$ cat config.mk
export PLATFORM = sky130hd
export DESIGN_NAME = alu_operand_stage
export DESIGN_NICKNAME = d
export VERILOG_FILES = /design/src/rtl/alu_operand_stage.sv
export SDC_FILE = /design/constraint.sdc
export NUM_CORES = 1
export LEC_CHECK = 0
export ABC_CLOCK_PERIOD_IN_PS = 4800
export BUFFER_PORTS_ARGS = -buffer_cell sky130_fd_sc_hd__buf_2
export CORE_AREA = 5 5 199 124
export CTS_BUF_LIST = sky130_fd_sc_hd__clkbuf_2
export CTS_CLUSTER_DIAMETER = 120
export CTS_CLUSTER_SIZE = 10
export DETAILED_ROUTE_END_ITERATION = 6
export DIE_AREA = 0 0 204 129
export GPL_TIMING_DRIVEN = 0
export PLACE_DENSITY = 0.63
export SLEW_MARGIN = 10
export SYNTH_ARGS = -nofsm -noshare
export SYNTH_HDL_FRONTEND = slang
export SYNTH_SLANG_ARGS = --single-unit
$ cat constraint.sdc
create_clock -name clk -period 4.8 [get_ports clk]
set_clock_uncertainty 0.2 [all_clocks]
set_input_delay 0.72 -clock clk [delete_from_list [all_inputs] [get_ports clk]]
set_output_delay 0.72 -clock clk [all_outputs]
set_load 0.02 [all_outputs]
$ cat src/rtl/alu_operand_stage.sv
// ID/EX pipeline register with MEM/WB operand forwarding and load-use hazard
// detection, feeding Reg1/Reg2/operation to the ALU.

module alu_fwd_mux (
  input  logic [4:0]  src,
  input  logic [31:0] latched,
  input  logic        mem_reg_write,
  input  logic [4:0]  mem_rd,
  input  logic [31:0] mem_result,
  input  logic        wb_reg_write,
  input  logic [4:0]  wb_rd,
  input  logic [31:0] wb_result,
  output logic [31:0] data
);
  logic mem_hit, wb_hit;

  // r0 is hardwired zero, so a write to it is never forwarded
  assign mem_hit = mem_reg_write && (mem_rd != 5'd0) && (mem_rd == src);
  assign wb_hit  = wb_reg_write  && (wb_rd  != 5'd0) && (wb_rd  == src);

  always_comb begin
    data = latched;
    if (mem_hit)     data = mem_result;
    else if (wb_hit) data = wb_result;
  end
endmodule

module alu_operand_stage (
  input  logic        clk,
  input  logic        reset,
  input  logic        id_valid,
  input  logic [4:0]  id_rs,
  input  logic [4:0]  id_rt,
  input  logic [4:0]  id_rd,
  input  logic [31:0] id_rs_data,
  input  logic [31:0] id_rt_data,
  input  logic [31:0] id_imm,
  input  logic        id_use_imm,
  input  logic [3:0]  id_operation,
  input  logic        id_mem_read,
  input  logic        id_mem_write,
  input  logic        id_reg_write,
  input  logic        flush,
  input  logic        ex_hold,
  input  logic        mem_reg_write,
  input  logic [4:0]  mem_rd,
  input  logic [31:0] mem_result,
  input  logic        wb_reg_write,
  input  logic [4:0]  wb_rd,
  input  logic [31:0] wb_result,
  output logic [31:0] Reg1,
  output logic [31:0] Reg2,
  output logic [3:0]  operation,
  output logic        ex_valid,
  output logic [4:0]  ex_rd,
  output logic        ex_reg_write,
  output logic        ex_mem_read,
  output logic        ex_mem_write,
  output logic [31:0] ex_store_data,
  output logic        id_stall
);
  localparam int NUM_SRC = 2;

  typedef struct packed {
    logic        valid;
    logic [4:0]  rs;
    logic [4:0]  rt;
    logic [4:0]  rd;
    logic [31:0] rs_data;
    logic [31:0] rt_data;
    logic [31:0] imm;
    logic        use_imm;
    logic [3:0]  op;
    logic        mem_read;
    logic        mem_write;
    logic        reg_write;
  } id_ex_t;

  id_ex_t ex;

  logic [NUM_SRC-1:0][4:0]  src_idx;
  logic [NUM_SRC-1:0][31:0] src_data;
  logic [NUM_SRC-1:0][31:0] fwd_data;
  logic                     hazard;

  assign src_idx  = {ex.rt, ex.rs};
  assign src_data = {ex.rt_data, ex.rs_data};

  // slot 0 forwards rs, slot 1 forwards rt
  for (genvar s = 0; s < NUM_SRC; s++) begin : g_fwd
    alu_fwd_mux u_fwd (
      .src          (src_idx[s]),
      .latched      (src_data[s]),
      .mem_reg_write(mem_reg_write),
      .mem_rd       (mem_rd),
      .mem_result   (mem_result),
      .wb_reg_write (wb_reg_write),
      .wb_rd        (wb_rd),
      .wb_result    (wb_result),
      .data         (fwd_data[s])
    );
  end

  // rt is compared even for immediate forms because stores read it
  assign hazard = ex.valid && ex.mem_read && (ex.rd != 5'd0) && id_valid &&
                  ((id_rs == ex.rd) || (id_rt == ex.rd));
  assign id_stall = hazard || ex_hold;

  always_ff @(posedge clk or posedge reset) begin
    if (reset) begin
      ex <= '0;
    end else if (flush) begin
      ex.valid     <= 1'b0;
      ex.mem_read  <= 1'b0;
      ex.mem_write <= 1'b0;
      ex.reg_write <= 1'b0;
    end else if (ex_hold) begin
      // capture values retiring from WB while frozen so they are not lost
      ex.rs_data <= fwd_data[0];
      ex.rt_data <= fwd_data[1];
    end else if (hazard) begin
      ex.valid     <= 1'b0;
      ex.mem_read  <= 1'b0;
      ex.mem_write <= 1'b0;
      ex.reg_write <= 1'b0;
    end else begin
      ex.valid     <= id_valid;
      ex.rs        <= id_rs;
      ex.rt        <= id_rt;
      ex.rd        <= id_rd;
      ex.rs_data   <= id_rs_data;
      ex.rt_data   <= id_rt_data;
      ex.imm       <= id_imm;
      ex.use_imm   <= id_use_imm;
      ex.op        <= id_operation;
      ex.mem_read  <= id_mem_read  && id_valid;
      ex.mem_write <= id_mem_write && id_valid;
      ex.reg_write <= id_reg_write && id_valid;
    end
  end

  assign Reg1          = fwd_data[0];
  assign ex_store_data = fwd_data[1];
  assign Reg2          = ex.use_imm ? ex.imm : fwd_data[1];
  assign operation     = ex.op;
  assign ex_valid      = ex.valid;
  assign ex_rd         = ex.rd;
  assign ex_reg_write  = ex.valid && ex.reg_write;
  assign ex_mem_read   = ex.valid && ex.mem_read;
  assign ex_mem_write  = ex.valid && ex.mem_write;
endmodule

Word-level counts from Yosys, hierarchy flattened
Cells that the tools add are included.
{ "word_totals": {"word_cells": 58, "output_inout_bits": 110, "ff_bits": 120, "input_bits": 200} }
{ "classes": {"n_eq_ne": 8, "mux": 13, "n_bitwise": 3, "n_reduce_logical": 22} }
{ "ops": {"columns": ["cell", "count"], "rows": [
  ["two-way mux 32 bit", 5],
  ["two-way mux 116 bit", 1],
  ["two-way mux 64 bit", 1],
  ["equality test 5 bit", 6],
  ["two-way mux 16 bit", 1],
  ["logical AND 1 bit", 15],
  ["nonzero test 5 bit", 3],
  ["two-way mux 3 bit", 3],
  ["!= test 2 bit (second input constant)", 2],
  ["inverter 1 bit", 3],
  ["AND reduction 3 bit", 1],
  ["logical OR 1 bit", 2],
  ["two-way mux 1 bit", 2],
  ["AND reduction 2 bit", 1]
]} }

Longest topological paths before layout
{ "depth": {"depth_word": 7, "ltp_mapped": 9, "mapped_depth_nobuf": 8} }

By module
Synthesis repeated with hierarchy kept, for this count alone.
{ "hier_totals": {"cells_unflattened": 859, "hier_area_um2": 8425.6} }
{ "modules_own_cells": {"columns": ["module", "area_per_inst_um2", "seq_area_each_um2", "n_inst", "cells_per_inst"], "rows": [
  ["alu_operand_stage", 6090.8, 3002.9, 1, 489],
  ["alu_fwd_mux", 1167.4, 0.0, 2, 185]
]} }

Worst setup path before layout
No wires, ideal clock.
{ "synth_path": {"path_kind": "input to output", "start": "input port wb_rd[4]", "end": "output port Reg2[10]", "t_arrival_ns": 2.555, "t_required_ns": 3.880, "path_slack_ns": 1.325, "n_path_buf": 2, "stages": 8, "cell_sequence": "or4_4 -> o21ai_4 -> or3_1 -> buf_4 -> buf_4 -> nand2_1 -> o2bb2ai_1 -> o21ai_0"} }
{ "synth_via": {"elab_chain_len": 6, "word_cells_on_any_way": 7, "classes_between": "eq/ne: 1; mux: 3; reduce/logical: 3"} }
{ "synth_rtl": {"columns": ["item", "line", "text"], "rows": [
  ["start: declaration", "49", "input logic [4:0] wb_rd,"],
  ["nonzero test 5 bit", "19", "assign wb_hit = wb_reg_write && (wb_rd != 5'd0) && (wb_rd == src);"],
  ["logical AND 1 bit", "19", null],
  ["logical AND 1 bit (*)", "19", null],
  ["two-way mux 32 bit (*)", "24", "else if (wb_hit) data = wb_result;"],
  ["two-way mux 32 bit (*)", "23", "if (mem_hit) data = mem_result;"],
  ["two-way mux 32 bit (*)", "144", "assign Reg2 = ex.use_imm ? ex.imm : fwd_data[1];"],
  ["end: declaration", "52", "output logic [31:0] Reg2,"]
]} }
Every way passes the cells marked *; elsewhere a longest branch is shown, timed or not.

Worst setup path after layout
{ "layout_path": {"start": "register ex[109] in the netlist's numbering", "end": "output port Reg2[3]"} }
{ "layout_via": {"elab_chain_len": 5, "word_cells_on_any_way": 7, "classes_between": "eq/ne: 2; mux: 3; reduce/logical: 2"} }
{ "layout_rtl": {"columns": ["item", "line", "text"], "rows": [
  ["start: declaration", "79", "id_ex_t ex;"],
  ["equality test 5 bit", "19", null],
  ["logical AND 1 bit", "19", null],
  ["two-way mux 32 bit", "24", null],
  ["two-way mux 32 bit (*)", "23", null],
  ["two-way mux 32 bit (*)", "144", null]
]} }
Marks and branches as above.

==> results.md <==
- Drc violations: 0
- Fin crit period: between 4000 and 5000 ps
- Post-route ant nets: 0
- Critical Path Fanout Max: 10
- Global-route wire length before repair: 50.52 mm
- Main synth FF type: dfrtp_1
- Layout cells sized above 1: about two fifths
- Hold Slack: a little over 90 ps
- Hpwl dp: approximately 27 mm
- Post-Syn Area: 0.007771 sq mm
- Critical-path top delay cell: dfrtp_1
- Die W: 204 um
- R2R setup slack: around 1800 ps
- CTS tree: yes
- Cell count after synthesis: about 830
- Post-Syn Nets: slightly above 1000
- Worst hold path class: in2reg
- Post-cts resize count: 0
- Peak VDD IR: 0.1602 mV
- Max_slew headroom: roughly 45%
- Final GP Congestion: ~0.9
- Final WL: between 30 and 40 mm
- Largest area contributor in the netlist: dfrtp_1
- Post-CTS setup buffer count: 0
- Most common cell after layout, fill and taps aside: buf_2
- Crit share post-route: slightly above 90%
- Clk_lat worst skew: ~740 ps
- Setup Crit Path Kind: reg2out
- Initial antenna violation count: 11
- Crit-path cells: xnor2_1, nand3_1, nor3_2, clkbuf_1, a21oi_1, o2bb2ai_1, o21ai_0, buf_2
- Final Net Count: 1418
- Endpoints failing setup: 0
- Avg Cell Area, Syn: between 9 and 10 sq um
- Maximum clock insertion buffer count: 2
- Drt pass-1 iters: 5
- Clock Sinks: 120
- Core Area: between 0.02 and 0.025 sq mm
- DR vias/cell: roughly 5.3
- Hold buffer count at cts: about 60
- Required @ worst endpoint: 3880 ps
- Fill cells: between 2000 and 2500
- Library cells used by synthesis: 48
- Detailed-route via count: roughly 8000
- Total I/O pin count: just over 300
- Arr. time, crit path: about 3500 ps
- WL per Instance: ~22 um
- Slowest stage delay, CP: a little under 500 ps
- CTS Root Buffer Type: clkbuf_2
- Synth Register Bits: 120
- P per Cell Area: roughly 320 mW/mm^2
- Synth async-reset ratio: between 90% and 100%
- Fmax: 228.2 MHz
- Starting Density: approximately a third
- RR Endpoint: ex[40]
- Outcome: finished, final reports clean
- Most frequent cells in the layout: buf_2, nand2_1, dfrtp_1, nor2_1, dlygate4sd3_1
- Vert. Die Dim: approximately 130 um
- RSZ-0062 raised after global routing: no
- Die area: roughly 0.026 sq mm
- Row count: 43
- Final hold vios: 0
- Max-slew violation count: 0
- H-tree levels: 4
- GRT Util Overall: 25.39%
- Critical Path Start: ex[109]
- I/O Buffers: roughly 310
- Worst R2R Start: ex_rd[0]
- Path depth of the worst reg2reg path: 8
- CP Capture Point: Reg2[3]
- Ranking of synthesized cells by area: dfrtp_1, mux2_2, nand2_1, o221a_2, or4_1
- Total CTS buffers: 17
- Leakage power: 4.661 nW
- Place WS: 814.1 ps
- Number of synthesized flops with an enable pin: 0
- CP endpoint kind: output port
- DRT iter0 DRCs: 660
- Largest net degree at the start of global routing: 84
- Synth warnings: 0
- Worst-Margin Slew: about 830 ps
- Post-route setup slack: about 420 ps
- Clk slew on worst S/H paths: between 200 and 250 ps
- Vias in the first global route: 8126
- Synth top area share: between 30% and 40%
- Sequential area share after synthesis: roughly two fifths
- Max-capacitance violation count: 0
- Area growth from synthesis to layout: 36.21%
- Kind of start point of the critical path: register
- Total grt overflow: 0
-- worst min-delay path by stage --
stage / depth (start not counted) / endpoint / slack, ps / start
floorplan: 1 / ex[39] / 250 / ex[39]
global placement: 1 / ex[0] / 270 / ex[0]
detailed placement: 1 / ex[1] / 270 / ex[1]
CTS: 3 / ex[56] / 4 / id_rt_data[16]
global route: 3 / ex[55] / 20 / id_rt_data[15]
finish: 3 / ex[56] / 90 / id_rt_data[16]
-- power breakdown --
part | switching [W] | internal (W) | total, W
logic | 0.000822 | 0.000539 | 0.00136
registers | 0.000116 | 0.00116 | 0.00127
clock network | 0.000462 | 0.000244 | 0.000706
-- metrics by stage --
step | instance area [sq um] | util, % | total power [W] | cells | TNS [ps]
floorplan | 7771 | - | 0.002074 | 831 | 0
global placement | 9707 | 42.85 | 0.002580 | 1454 | -118980
detailed placement | 9739 | 43.00 | 0.002596 | 1455 | 0
CTS | 10570 | 46.67 | 0.003344 | 1546 | 0
global route | 10590 | 46.73 | 0.003522 | 1552 | 0
finish | 10590 | 46.73 | 0.003338 | 1552 | 0
-- area by class of cell --
cell class              count  area, sq um  area share (%)
repair buffers            368         2160           20.40
clock inverters            14        150.1           1.418
well taps                 315        394.1           3.723
flip-flops and latches    120         3003           28.37
multi-input cells         592         4130           39.02
diodes                      6        15.01          0.1418
clock buffers              18        90.09          0.8511
plain buffers              83        503.0           4.752
inverters                  36        140.1           1.324
-- routing by layer --
layer / GRT usage (%) / share of wire [%] / up-vias
met4: 6.772 / 1.7 / 10
met5: 0 / 0.16 / -
met3: 6.524 / 8.6 / 47
li1: - / - / 3821
met2: 34.79 / 40 / 384
met1: 39.26 / 49 / 3950
-- cell families (layout without fill, tap and decap cells) --
| kind of cell | Yosys count | in the layout | synth area share (%) |
|---|---|---|---|
| AND/OR/NAND/NOR | 303 | 303 | 19.24 |
| multiplexers | 60 | 60 | 8.694 |
| flip-flops | 120 | 120 | 38.64 |
| AO/OA/AOI/OAI | 199 | 199 | 21.83 |
| XOR/XNOR | 30 | 30 | 3.381 |
| buffers and inverters | 119 | 519 | 8.211 |
| other | 0 | 6 | 0 |
-- sequential cells by signal, summed over array words and instances (netlist names) --
| signal | cells |
|---|---|
| operation | 4 |
| ex_valid | 1 |
| ex | 110 |
| ex_rd | 5 |
-- worst max-delay path, delay by kind of cell (launching register included) --
kind | cells | cell delay (ps)
AND/OR/NAND/NOR | 2 | 740
AO/OA/AOI/OAI | 3 | 720
flip-flops | 1 | 490
buffers and inverters | 2 | 590
XOR/XNOR | 1 | 170
-- Yosys cell counts (10+ instances only) --
library cell,n
a21oi_1,24
or4_1,39
nand2_1,126
clkbuf_1,38
inv_1,35
buf_4,23
o2bb2ai_1,24
mux2_1,10
nor2_1,67
o22ai_1,10
buf_2,11
xnor2_1,23
o21ai_0,26
o221a_2,32
a31oi_1,32
mux2_2,50
nor3_1,10
a211oi_2,17
nor4_1,32
buf_6,10
dfrtp_1,120
(Power assumes the default switching activity.)
